==> config.mk <==
export PLATFORM = sky130hd
export DESIGN_NAME = simon_stream_collector
export DESIGN_NICKNAME = d
export VERILOG_FILES = /design/src/rtl/simon_stream_collector.sv
export SDC_FILE = /design/constraint.sdc
export NUM_CORES = 1
export LEC_CHECK = 0
export ABC_AREA = 1
export BUFFER_PORTS_ARGS = -buffer_cell sky130_fd_sc_hd__buf_2
export CAP_MARGIN = 5
export CORE_ASPECT_RATIO = 0.6
export CORE_MARGIN = 3
export CORE_UTILIZATION = 40
export DETAILED_ROUTE_END_ITERATION = 12
export GPL_ROUTABILITY_DRIVEN = 0
export PLACE_DENSITY_LB_ADDON = 0.05
export SETUP_SLACK_MARGIN = 0.1
export SLEW_MARGIN = 5
export SYNTH_ARGS = -nofsm -noshare
export SYNTH_HDL_FRONTEND = slang
export SYNTH_SLANG_ARGS = --single-unit
==> constraint.sdc <==
create_clock -name clk -period 4.4 [get_ports clk]
set_input_delay 0.88 -clock clk [delete_from_list [all_inputs] [get_ports clk]]
set_output_delay 0.88 -clock clk [all_outputs]
set_load 0.05 [all_outputs]
==> src/rtl/simon_stream_collector.sv <==
// simon_stream_collector
// Packs the Simon core's LSB-first serial stream into bytes, buffers them in a
// small first-word-fall-through FIFO and presents them on a valid/ready byte
// port. Also flags block completion, truncated blocks and dropped bytes.
module simon_stream_collector #(
  parameter int BLOCK_BITS = 64,
  parameter int FIFO_DEPTH = 4
) (
  input  logic                         clk,
  input  logic                         reset,
  input  logic                         ser_in,
  input  logic                         ser_valid,
  input  logic                         err_clr,
  output logic [7:0]                   byte_out,
  output logic                         byte_valid,
  input  logic                         byte_ready,
  output logic                         block_done,
  output logic                         overflow,
  output logic                         frame_err,
  output logic [$clog2(FIFO_DEPTH):0]  fifo_level
);

  localparam int AW = $clog2(FIFO_DEPTH);
  localparam int LW = AW + 1;
  localparam int CW = (BLOCK_BITS > 8) ? $clog2(BLOCK_BITS) : 3;

  localparam logic [CW-1:0] BCNT_LAST = CW'(BLOCK_BITS - 1);
  localparam logic [LW-1:0] LVL_FULL  = LW'(FIFO_DEPTH);

  // Bit counter within the block and the bits of the current byte received
  // so far (newest bit at the top; equivalent to sr[7:1] of an 8-bit shifter).
  logic [CW-1:0] bcnt_q, bcnt_d;
  logic [6:0]    sr_q, sr_d;

  // FIFO storage and bookkeeping.
  logic [7:0]    mem_q [FIFO_DEPTH];
  logic [7:0]    mem_d [FIFO_DEPTH];
  logic [AW-1:0] wr_ptr_q, wr_ptr_d;
  logic [AW-1:0] rd_ptr_q, rd_ptr_d;
  logic [LW-1:0] level_q, level_d;
  logic          valid_q, valid_d;

  // Status outputs.
  logic          block_done_q, block_done_d;
  logic          overflow_q, overflow_d;
  logic          frame_err_q, frame_err_d;

  // Per-edge events.
  logic          byte_end_s;
  logic          push_s;
  logic          pop_s;
  logic          full_s;
  logic          push_ok_s;
  logic          ovf_evt_s;
  logic          trunc_evt_s;
  logic [7:0]    new_byte_s;

  // Deframing: bit counter, shift register, truncation and block-end detection.
  always_comb begin
    byte_end_s   = (bcnt_q[2:0] == 3'd7);
    new_byte_s   = {ser_in, sr_q};
    push_s       = 1'b0;
    trunc_evt_s  = 1'b0;
    block_done_d = 1'b0;
    bcnt_d       = bcnt_q;
    sr_d         = sr_q;
    if (ser_valid) begin
      push_s       = byte_end_s;
      sr_d         = {ser_in, sr_q[6:1]};
      block_done_d = (bcnt_q == BCNT_LAST);
      if (bcnt_q == BCNT_LAST) begin
        bcnt_d = '0;
      end else begin
        bcnt_d = bcnt_q + CW'(1);
      end
    end else if (bcnt_q != '0) begin
      // Stream stopped mid-block: drop the partial byte and reframe.
      trunc_evt_s = 1'b1;
      bcnt_d      = '0;
      sr_d        = '0;
    end else begin
      bcnt_d = bcnt_q;
    end
  end

  // FIFO control: a pop on a full FIFO frees the slot the same-edge push uses.
  always_comb begin
    full_s    = (level_q == LVL_FULL);
    pop_s     = valid_q && byte_ready;
    push_ok_s = push_s && (!full_s || pop_s);
    ovf_evt_s = push_s && full_s && !pop_s;
    mem_d     = mem_q;
    wr_ptr_d  = wr_ptr_q;
    rd_ptr_d  = rd_ptr_q;
    if (push_ok_s) begin
      mem_d[wr_ptr_q] = new_byte_s;
      wr_ptr_d        = wr_ptr_q + AW'(1);
    end else begin
      wr_ptr_d = wr_ptr_q;
    end
    if (pop_s) begin
      rd_ptr_d = rd_ptr_q + AW'(1);
    end else begin
      rd_ptr_d = rd_ptr_q;
    end
    case ({push_ok_s, pop_s})
      2'b10:   level_d = level_q + LW'(1);
      2'b01:   level_d = level_q - LW'(1);
      default: level_d = level_q;
    endcase
    valid_d = (level_d != '0);
  end

  // Sticky error flags; a new event on the same edge as err_clr keeps the flag set.
  always_comb begin
    if (ovf_evt_s) begin
      overflow_d = 1'b1;
    end else if (err_clr) begin
      overflow_d = 1'b0;
    end else begin
      overflow_d = overflow_q;
    end
    if (trunc_evt_s) begin
      frame_err_d = 1'b1;
    end else if (err_clr) begin
      frame_err_d = 1'b0;
    end else begin
      frame_err_d = frame_err_q;
    end
  end

  // State register; reset clears storage too so byte_out reads 0x00.
  always_ff @(posedge clk) begin
    if (reset) begin
      bcnt_q       <= '0;
      sr_q         <= '0;
      wr_ptr_q     <= '0;
      rd_ptr_q     <= '0;
      level_q      <= '0;
      valid_q      <= 1'b0;
      block_done_q <= 1'b0;
      overflow_q   <= 1'b0;
      frame_err_q  <= 1'b0;
      for (int i = 0; i < FIFO_DEPTH; i++) begin
        mem_q[i] <= 8'h00;
      end
    end else begin
      bcnt_q       <= bcnt_d;
      sr_q         <= sr_d;
      wr_ptr_q     <= wr_ptr_d;
      rd_ptr_q     <= rd_ptr_d;
      level_q      <= level_d;
      valid_q      <= valid_d;
      block_done_q <= block_done_d;
      overflow_q   <= overflow_d;
      frame_err_q  <= frame_err_d;
      for (int i = 0; i < FIFO_DEPTH; i++) begin
        mem_q[i] <= mem_d[i];
      end
    end
  end

  assign byte_out   = mem_q[rd_ptr_q];
  assign byte_valid = valid_q;
  assign block_done = block_done_q;
  assign overflow   = overflow_q;
  assign frame_err  = frame_err_q;
  assign fifo_level = level_q;

endmodule

# Word level (Yosys, flattened, before mapping)
# Cells that the tools add are included.
[op_classes]
add_sub_neg = 5
magnitude_cmp = 3
n_eq_ne = 5
muxes = 18
bitwise_logic = 3
n_reduce_logical = 14
[op_table]
columns = ["cell", "count"]
rows = [
  ["$bwmux W32", 1],
  ["$mux W8", 3],
  ["$mux W6", 3],
  ["$bmux W8 S2", 1],
  ["$demux W8 S2", 1],
  ["$mux W7", 2],
  ["$add A6 B1 Y6 const B", 1],
  ["$eq A3 B3 Y1 const B", 2],
  ["$eq A6 B6 Y1 const B", 1],
  ["$ge A3 B3 Y1 const B", 2],
  ["$mux W1", 6],
  ["$not A2 Y3", 2],
  ["$pmux W3 S2", 1],
  ["$reduce_bool A2 Y1", 3],
  ["$reduce_bool A6 Y1", 1],
  ["$logic_and A1 B1 Y1", 5],
  ["$add A2 B1 Y2 const B", 2],
  ["$add A3 B1 Y3 const B", 1],
  ["$lt A3 B1 Y1 const B", 1],
  ["$reduce_bool A3 Y1", 1],
  ["$sub A3 B1 Y3 const B", 1],
  ["$eq A2 B1 Y1 const B", 1],
  ["$eq A2 B2 Y1 const B", 1],
  ["$logic_not A1 Y1", 2],
  ["other kinds (3)", 3],
]
[totals]
reg_bits = 56
in_bits = 6

# Depth between registers and ports, before layout
# Gate-level depths: netlist of run 1.
[logic_depth]
word_depth = 7
ltp_mapped = 15
mapped_depth_nobuf = 14

# Worst setup path before layout of run 1
# Ideal clock, no wire load.
[synth_timing]
path_kind = "register -> output"
from = "register rd_ptr_q[0]"
to = "output byte_out[5]"
t_arrival_ns = 1.620
required_ns = 3.520
slack_ns = 1.900
stages_incl_launch_ff = 7
n_path_buf = 2
cell_sequence = "dfxtp_1 > buf_2 > inv_2 > buf_2 > o21ai_1 > a21oi_1 > a21oi_1"
[synth_between]
elab_chain_len = 4
[synth_lines]
columns = ["element", "line_no", "source"]
rows = [
  ["start, declared", "39", "logic [AW-1:0] rd_ptr_q, rd_ptr_d;"],
  ["start signal, assigned", "151", "rd_ptr_q <= rd_ptr_d;"],
  ["$not A2 Y3 (not written as such)", "163", "assign byte_out = mem_q[rd_ptr_q];"],
  ["$bmux W8 S2", "163", ""],
  ["$mux W8 (not written as such) (2 in a row)", "163", ""],
  ["end, declared", "14", "output logic [7:0] byte_out,"],
]
# Every way passes these cells. The select of a mux whose other input is x is not followed.

# Worst setup path after layout of run 1
[layout_timing]
from = "register rd_ptr_q[0]"
to = "output byte_out[4]"
# Same word-level chain as after synthesis.

==> out/metrics.cfg, run 1 <==
[timing]
max-slew-margin-rel_pct = 60.4
fmax_mhz = 352
rsz0062_at_grt = no
post-route-period-util_pct = 64.6
finalSetupViolations = 0
skew_ns = 0.00587
hold_violations = 0
slew_violations = 0
finalSetupTns_ns = 0
fin_ws_ns = 1.56
worstMarginPinSlew_ns = 0.594
finalCriticalPeriod_ns = 2.84

[clock_tree]
ctsResizeCount = 0
clk_latency_ns = 0.29
cts_buffers = 5
clk_path_buf_depth = 2
cts_num_sinks = 56
h-tree-depth = 2
path_clk_slew_ns = 0.07
post-cts-setup-buffer-count = 0
clockRootBuffer = clkbuf_16
ctsHoldBuffers = 0
cts_tree = yes

[floorplanning]
initial_core_util_pct = 42.6
die-area_mm2 = 0.00842
die_h_um = 72.3
io-pin-count = 21
die_w_um = 116
core_area_mm2 = 0.00688
std_cell_rows = 23

[setup_path]
end_kind = primary output
cp_max_fo = 25
required_ns = 3.52
worstSetupStartpointType = flip-flop
reg2reg_slack_ns = 2.07
cp.arrival_ns = 1.96
crit_type = flip-flop to primary output

[power_and_ir_drop]
clockPowerShare_pct = 42.9
leakagePower_nw = 1.46
p_switching_mw = 0.273
power_density_mw_per_mm2 = 349
p_seq_share_pct = 47.4
sw_frac_of_total_pct = 24.4
ir_drop_mv = 0.174
p_comb_share_pct = 9.7
intPower_mw = 0.845

[drt]
routedWlPerCell_um = 12.1
drc_errors = 0
postRouteAntennaNets = 0
drt_wl_total_mm = 6.39
dr.pass1.iters = 4
drt-initial-drc-count = 110
vias_per_cell = 4.66
vias = 2463

[layout]
diodes = 0
area_delta_synth_final_pct = 9.44
drive_above_1_share_pct = 9.05
mostFrequentLayoutCell = nand2_1
fin_nets = 456
mostFrequentLayoutCells = 103 x nand2_1, 93 x inv_1, 56 x dfxtp_1, 46 x nor2_1, 35 x nand4_1

[grt]
grt_first_pass_wirelength_mm = 11.0
grt.overflow.total = 0
grt_usage_pct = 16.6
antenna_found_initial = 0
grt_pass1_vias = 2264
grt_max_degree = 48

[logic_synthesis]
ys_seq_area_share_pct = 38.3
syn_area_per_cell_um2 = 6.78
syn_nets = 447
ys_ff_latch = 56
synth_cell_type_count = 24
synthCells = 432
yosys_warnings = 0
syn_area_mm2 = 0.00293

[place]
portBuffers = 20
pre_cts_ws_ns = 1.41
dp_hpwl_mm = 4.49

[flow_run]
cap_violations = 0

[min_path]
holdCritPathClass = flip-flop to flip-flop

[run_status]
status = complete, no violations

per-stage QoR:
step / cells / cell area, um^2 / hold slack (ns) / util, % / total power, mW
after floorplan: 432 / 2930 / 0.457 / - / 0.627
after global placement: 521 / 3020 / 0.451 / 44.0 / 0.652
after detailed placement: 521 / 3020 / 0.461 / 44.0 / 0.652
after CTS: 529 / 3210 / 0.472 / 46.6 / 1.14
after global routing: 529 / 3210 / 0.495 / 46.6 / 1.17
final: 529 / 3210 / 0.466 / 46.6 / 1.12
critical path: stages, from the launching register on:
cell and delay, ns:
dfxtp_1 0.61, inv_2 0.31, o21ai_0 0.23, a21oi_1 0.07
a21oi_1 0.16, buf_2 0.29
final timing paths:
kind	startpoint	to	cells past startpoint
max	rd_ptr_q[0]	byte_out[4]	5
min	frame_err	frame_err	2
max reg2reg	fifo_level[0]	byte_valid	9
min reg2reg	frame_err	frame_err	2
registers in the layout (all words and copies together) (netlist names):
register    flops
bcnt_q          6
block_done      1
byte_valid      1
fifo_level      3
frame_err       1
mem_q          32
overflow        1
rd_ptr_q        2
sr_q            7
wr_ptr_q        2
layer usage:
layer | share of wire [%] | GRT usage, % | vias to the layer above
met2 | 40 | 24.3 | 34
li1 | - | - | 1352
met3 | 3.6 | 3.50 | 5
met4 | 0.59 | 3.47 | 0
met1 | 56 | 25.1 | 1072
met5 | 0 | 0 | -
cell usage after synthesis (all sizes together):
cell type,number,area share (%)
nand2,104,13
inv,96,12
dfxtp,56,38
nor2,47,6.3
nand4,35,7.5
a21oi,31,5.3
buf,19,4.3
o21ai,13,2.2
nand3,10,3.8
ha,8,3.4
o22ai,7,1.5
xor2,2,0.60
clkbuf,1,0.13
clkinv,1,0.13
fa,1,0.68
nor3,1,0.17
power by group through the flow:
| stage | Clock [mW] | Sequential (mW) | Combinational (mW) |
|---|---|---|---|
| CTS | 0.495 | 0.530 | 0.110 |
| global placement | 0 | 0.542 | 0.110 |
| detailed placement | 0 | 0.542 | 0.110 |
| global route | 0.512 | 0.532 | 0.122 |
| floorplan | 0 | 0.558 | 0.0686 |
| finish | 0.480 | 0.530 | 0.109 |
layout make-up:
type	count	area, um^2
Fill cell	733	3670
Multi-Input combinational cell	259	1320
Sequential cell	56	1120
Inverter	97	364
Clock buffer	7	153
Timing Repair Buffer	22	115
Tap cell	87	109
Clock inverter	1	30.0
cells by family after synthesis:
group / count (synthesis) / share of synthesized area [%]
AOI/OAI and AO/OA: 51 / 9.01
xor gates and xnor gates: 2 / 0.598
adders and majority gates: 9 / 4.10
buffers and inverters: 117 / 16.9
DFF: 56 / 38.3
and+or+nand+nor: 197 / 31.2
Power figures use the tool's default switching activity.
==> run 2, diff against run 1 <==
Settings changed: ABC_AREA 1 to 0.
Clock period 4.4 ns to 2.9 ns, I/O delays scaled along.
==> out/metrics.cfg, run 2 <==
[logic_synthesis]
synthMuxAreaShare_pct = 19.6
synthTopCellsByCount = 56 x dfxtp_1, 34 x mux2i_1, 26 x or2b_2, 16 x nand2b_1, 13 x a21oi_1
yosys_warnings = 0
synthAdderAreaFrac_pct = 4.42
post-synth-top-count-cell = dfxtp_1
synth.area.top_cells = dfxtp_1 41%, mux2i_1 13%, or2b_2 8.4%
syn_nets = 264
synth_ff_type = dfxtp_1
ys_seq_area_share_pct = 41.3
synthSimpleGateAreaFrac_pct = 22.7
async_reset_ff_share_pct = 0
synth_xor_area_share_pct = 1.94
ys_ff_latch = 56
syn_area_per_cell_um2 = 10.9
synthCells = 249
synth_top_family_by_area = simple AND/OR/NAND/NOR gates
synth_top_area_cell = dfxtp_1
synth_cell_type_count = 36
netlist.area_leader.share_pct = 41.3
syn_area_mm2 = 0.00272
synth_edf_count = 0
synth_compound_area_share_pct = 7.19

[place]
dp_hpwl_mm = 3.58
portBuffers = 20
dp_cells = 343

[setup_path]
cp_max_fo = 5
rr_startpoint = bcnt_q[1]
cp_common_cell = ha_1
crit_chain = ha_1, ha_1, nand2_1, a21oi_1, inv_1, ha_1, fa_1, xnor2_1, or4_1, o211ai_1
required_ns = 3.11
end_kind = flip-flop
crit_type = flip-flop to flip-flop
critPathSlowestCell = or4_1
critical_path.max_stage_delay_ns = 0.42
cp.arrival_ns = 2.85
setup.worst_path.start = bcnt_q[1]
worstSetupStartpointType = flip-flop

[floorplanning]
core_area_mm2 = 0.00633
initial_core_util_pct = 42.9
std_cell_rows = 22
die-area_mm2 = 0.00784
die_h_um = 69.8
die_w_um = 112
io-pin-count = 21

[clock_tree]
path_clk_slew_ns = 0.07
cts_buffers = 5
clk_latency_ns = 0.29
cts_num_sinks = 56
h-tree-depth = 2
ctsResizeCount = 0
post-cts-setup-buffer-count = 0
cts_tree = yes
ctsHoldBuffers = 0
clockRootBuffer = clkbuf_16
clk_path_buf_depth = 2

[layout]
largest_reg_flops = 32
area_delta_synth_final_pct = 11.6
mostFrequentLayoutCell = dfxtp_1
drive_above_1_share_pct = 27.0
mostFrequentLayoutCells = 56 x dfxtp_1, 34 x mux2i_1, 26 x or2b_2, 20 x buf_2, 16 x nand2b_1
final_cells = 351
fill_cells = 594
largest-register = mem_q
top_regs = mem_q (32), sr_q (7), bcnt_q (6)
diodes = 0
fin_nets = 281

[grt]
grt_first_pass_wirelength_mm = 8.71
grt_usage_pct = 14.1
grt.overflow.total = 0
antenna_found_initial = 0
grt_max_degree = 64
grt_pass1_vias = 1662

[drt]
vias_per_cell = 5.00
drc_errors = 0
postRouteAntennaNets = 0
drt_wl_total_mm = 5.29
routedWlPerCell_um = 15.1
vias = 1756
dr.pass1.iters = 4
drt-initial-drc-count = 111

[timing]
skew_ns = 0.00521
finalSetupTns_ns = 0
hold_violations = 0
post-route-period-util_pct = 91.0
worstMarginPinSlew_ns = 0.982
rsz0062_at_grt = no
finalSetupViolations = 0
max-slew-margin-rel_pct = 34.5
finalCriticalPeriod_ns = 2.64
fmax_mhz = 379
slew_violations = 0

[run_status]
status = complete, no violations

[power_and_ir_drop]
p_comb_share_pct = 3.5
power_density_mw_per_mm2 = 473
leakagePower_nw = 1.23
p_seq_share_pct = 54.2
clockPowerShare_pct = 42.3
ir_drop_mv = 0.220
sw_frac_of_total_pct = 20.8
power_mw = 1.43
p_switching_mw = 0.298
intPower_mw = 1.14

[flow_run]
cap_violations = 0

[min_path]
holdCritPathClass = flip-flop to flip-flop
hold_start = sr_q[2]

## run 2: cell type report
type | instances | area, um^2 | share of cell area [%]
timing repair buffer | 22 | 115 | 3.80
sequential | 56 | 1120 | 37.0
clock buffer | 8 | 146 | 4.83
tap | 84 | 105 | 3.47
multi-input combinational | 174 | 1520 | 50.0
inverter | 7 | 26.3 | 0.867
## run 2: through the flow
step / setup WS (ns) / instance area [um^2] / utilization [%] / hold WS, ns
global placement: 0.384 / 2880 / 45.5 / 0.459
floorplan: 0.374 / 2720 / - / 0.440
global route: 0.105 / 3030 / 47.8 / 0.488
detailed placement: 0.294 / 2880 / 45.5 / 0.460
CTS: 0.263 / 3030 / 47.8 / 0.470
finish: 0.262 / 3030 / 47.8 / 0.467
## run 2: worst paths after layout
check / to / slack [ns] / depth (start not counted)
worst min register to register: sr_q[1] / 0.47 / 2
worst max-delay path: byte_valid / 0.26 / 10
worst max register to register: byte_valid / 0.26 / 10
worst min-delay path: sr_q[1] / 0.47 / 2
## run 2: critical path, delay by kind of cell, from the launching register on
kind | cells | cell delay (ns)
and+or+nand+nor | 2 | 0.52
xor gates and xnor gates | 1 | 0.15
adders and majority gates | 4 | 1.02
buffers and inverters | 1 | 0.08
DFF | 1 | 0.40
AOI/OAI and AO/OA | 2 | 0.39
## run 2: per-layer routing
layer / part of all wire [%] / global-route usage (%)
met5: 0 / 0
met4: 1.6 / 4.80
met3: 3.2 / 4.10
met1: 57 / 21.9
met2: 38 / 18.2
## run 2: logic make-up (layout without fill, tap and decap cells)
family | count (synthesis) | in the layout
DFF | 56 | 56
adders and majority gates | 9 | 9
and+or+nand+nor | 90 | 90
muxes | 43 | 43
buffers and inverters | 19 | 37
xor gates and xnor gates | 6 | 6
AOI/OAI and AO/OA | 26 | 26
## run 2: power by group through the flow
| stage | sequential [mW] | clock [mW] | combinational (mW) |
|---|---|---|---|
| 6_report | 0.777 | 0.606 | 0.0508 |
| 5_1_grt | 0.777 | 0.662 | 0.0565 |
| 4_1_cts | 0.776 | 0.632 | 0.0509 |
| 3_5_place_dp | 0.794 | 0 | 0.0507 |
| 3_3_place_gp | 0.794 | 0 | 0.0514 |
| 2_1_floorplan | 0.796 | 0 | 0.0344 |
==> run 3, diff against run 2 <==
Settings changed: CORE_UTILIZATION 40 to 54, SLEW_MARGIN 5 to unset.
==> out/metrics.cfg, run 3 (synthesis gave the netlist of run 2 again) <==
[timing]
slew_violations = 0
finalSetupViolations = 0
rsz0062_at_grt = no
finalSetupTns_ns = 0
skew_ns = 0.00986
fmax_mhz = 399
fin_ws_ns = 0.395
post-route-period-util_pct = 86.4
hold_violations = 0
max-slew-margin-rel_pct = 36.8
worst_hold_slack_ns = 0.466
finalCriticalPeriod_ns = 2.50
worstMarginPinSlew_ns = 0.948

[grt]
grt_first_pass_wirelength_mm = 8.40
grt_pass1_vias = 1669
grt_max_degree = 64
grt.overflow.total = 0
grt_usage_pct = 18.1
antenna_found_initial = 0

[drt]
drc_errors = 0
vias = 1769
vias_per_cell = 5.38
routedWlPerCell_um = 15.5
drt_wl_total_mm = 5.11
postRouteAntennaNets = 0
drt-initial-drc-count = 73
dr.pass1.iters = 4

[min_path]
holdCritPathClass = flip-flop to flip-flop
hold_start = sr_q[2]
min_to = sr_q[1]
whs_path_depth = 2

[layout]
mostFrequentLayoutCells = 56 x dfxtp_1, 34 x mux2i_1, 26 x or2b_2, 20 x buf_2, 16 x nand2b_1
largest-register = mem_q
fill_cells = 384
fin_nets = 281
area_delta_synth_final_pct = 10.1
mostFrequentLayoutCell = dfxtp_1
final_util_pct = 63.5
top_regs = mem_q (32), sr_q (7), bcnt_q (6)
drive_above_1_share_pct = 27.8
largest_reg_flops = 32
diodes = 0

[place]
dp_hpwl_mm = 3.48
portBuffers = 20
pre_cts_ws_ns = 0.308

[setup_path]
critical_path.max_stage_delay_ns = 0.43
crit_type = flip-flop to flip-flop
rr_startpoint = bcnt_q[1]
cp_max_fo = 5
cp.arrival_ns = 2.75
required_ns = 3.14
r2r_end = byte_valid
reg2reg_slack_ns = 0.40
reg2reg_depth = 10
end_kind = flip-flop
critPathSlowestCell = or4_1
crit_chain = ha_1, ha_1, nand2_1, a21oi_2, inv_1, ha_1, fa_1, xnor2_1, or4_1, o211ai_1
worstSetupStartpointType = flip-flop
cp_common_cell = ha_1

[clock_tree]
h-tree-depth = 2
cts_num_sinks = 56
clockRootBuffer = clkbuf_8
clk_path_buf_depth = 2
path_clk_slew_ns = 0.10
ctsHoldBuffers = 0
clk_latency_ns = 0.31
cts_tree = yes
cts_buffers = 5

[floorplanning]
initial_core_util_pct = 57.7
io-pin-count = 21
die_w_um = 97.5
die_h_um = 60.9
die-area_mm2 = 0.00594
core_area_mm2 = 0.00471
std_cell_rows = 19

[flow_run]
cap_violations = 0

[power_and_ir_drop]
ir_drop_mv = 0.295
power_density_mw_per_mm2 = 473
leakagePower_nw = 1.23

[run_status]
status = complete, no violations

==> run 3: report_power, final <==
group | internal (mW) | switching [mW]
combinational | 0.0177 | 0.0331
sequential | 0.773 | 0.00397
clock | 0.340 | 0.247
==> run 3: routing by layer <==
layer	routed length [um]	up-vias	track usage [%]
li1	-	895	-
met1	2840	847	27.2
met2	2080	23	26.2
met3	168	4	4.36
met4	27	0	4.14
met5	0	-	0
==> run 3: what timing repair did <==
| action | 4_1_cts | 5_1_grt |
|---|---|---|
| setup buffers | 0 | 0 |
| endpoints found under the setup margin | 0 | 2 |
| resized for setup | 0 | 1 |
==> run 3: worst max-delay path, delay by kind of cell, from the launching register on <==
family,cells,cell delay (ns)
buf+inv,1,0.06
flops,1,0.41
compound gates,2,0.28
fa+ha+maj,4,1.01
simple gates,2,0.53
xor+xnor,1,0.15
==> run 3: layout make-up <==
| class | count | area (um^2) | share of cell area [%] |
|---|---|---|---|
| inverters | 7 | 26.3 | 0.879 |
| repair buffers | 22 | 115 | 3.85 |
| clock buffers | 5 | 68.8 | 2.30 |
| clock inverters | 2 | 60.1 | 2.01 |
| well taps | 63 | 78.8 | 2.64 |
| flip-flops and latches | 56 | 1120 | 37.5 |
| multi-input cells | 174 | 1520 | 50.8 |
==> run 3: worst max path at each step <==
| stage | end | startpoint | cells past startpoint |
|---|---|---|---|
| floorplan | byte_valid | fifo_level[0] | 8 |
| global placement | byte_valid | bcnt_q[0] | 10 |
| global route | byte_valid | bcnt_q[1] | 10 |
| CTS | byte_valid | bcnt_q[1] | 10 |
| finish | byte_valid | bcnt_q[1] | 10 |
| detailed placement | byte_valid | bcnt_q[1] | 10 |
==> run 3: metrics by stage <==
| stage | total power, mW | cells | cell area, um^2 |
|---|---|---|---|
| 2_1_floorplan | 0.831 | 249 | 2720 |
| 3_3_place_gp | 0.844 | 322 | 2860 |
| 3_5_place_dp | 0.845 | 322 | 2860 |
| 4_1_cts | 1.43 | 329 | 2990 |
| 5_1_grt | 1.46 | 329 | 2990 |
| 6_report | 1.41 | 329 | 2990 |
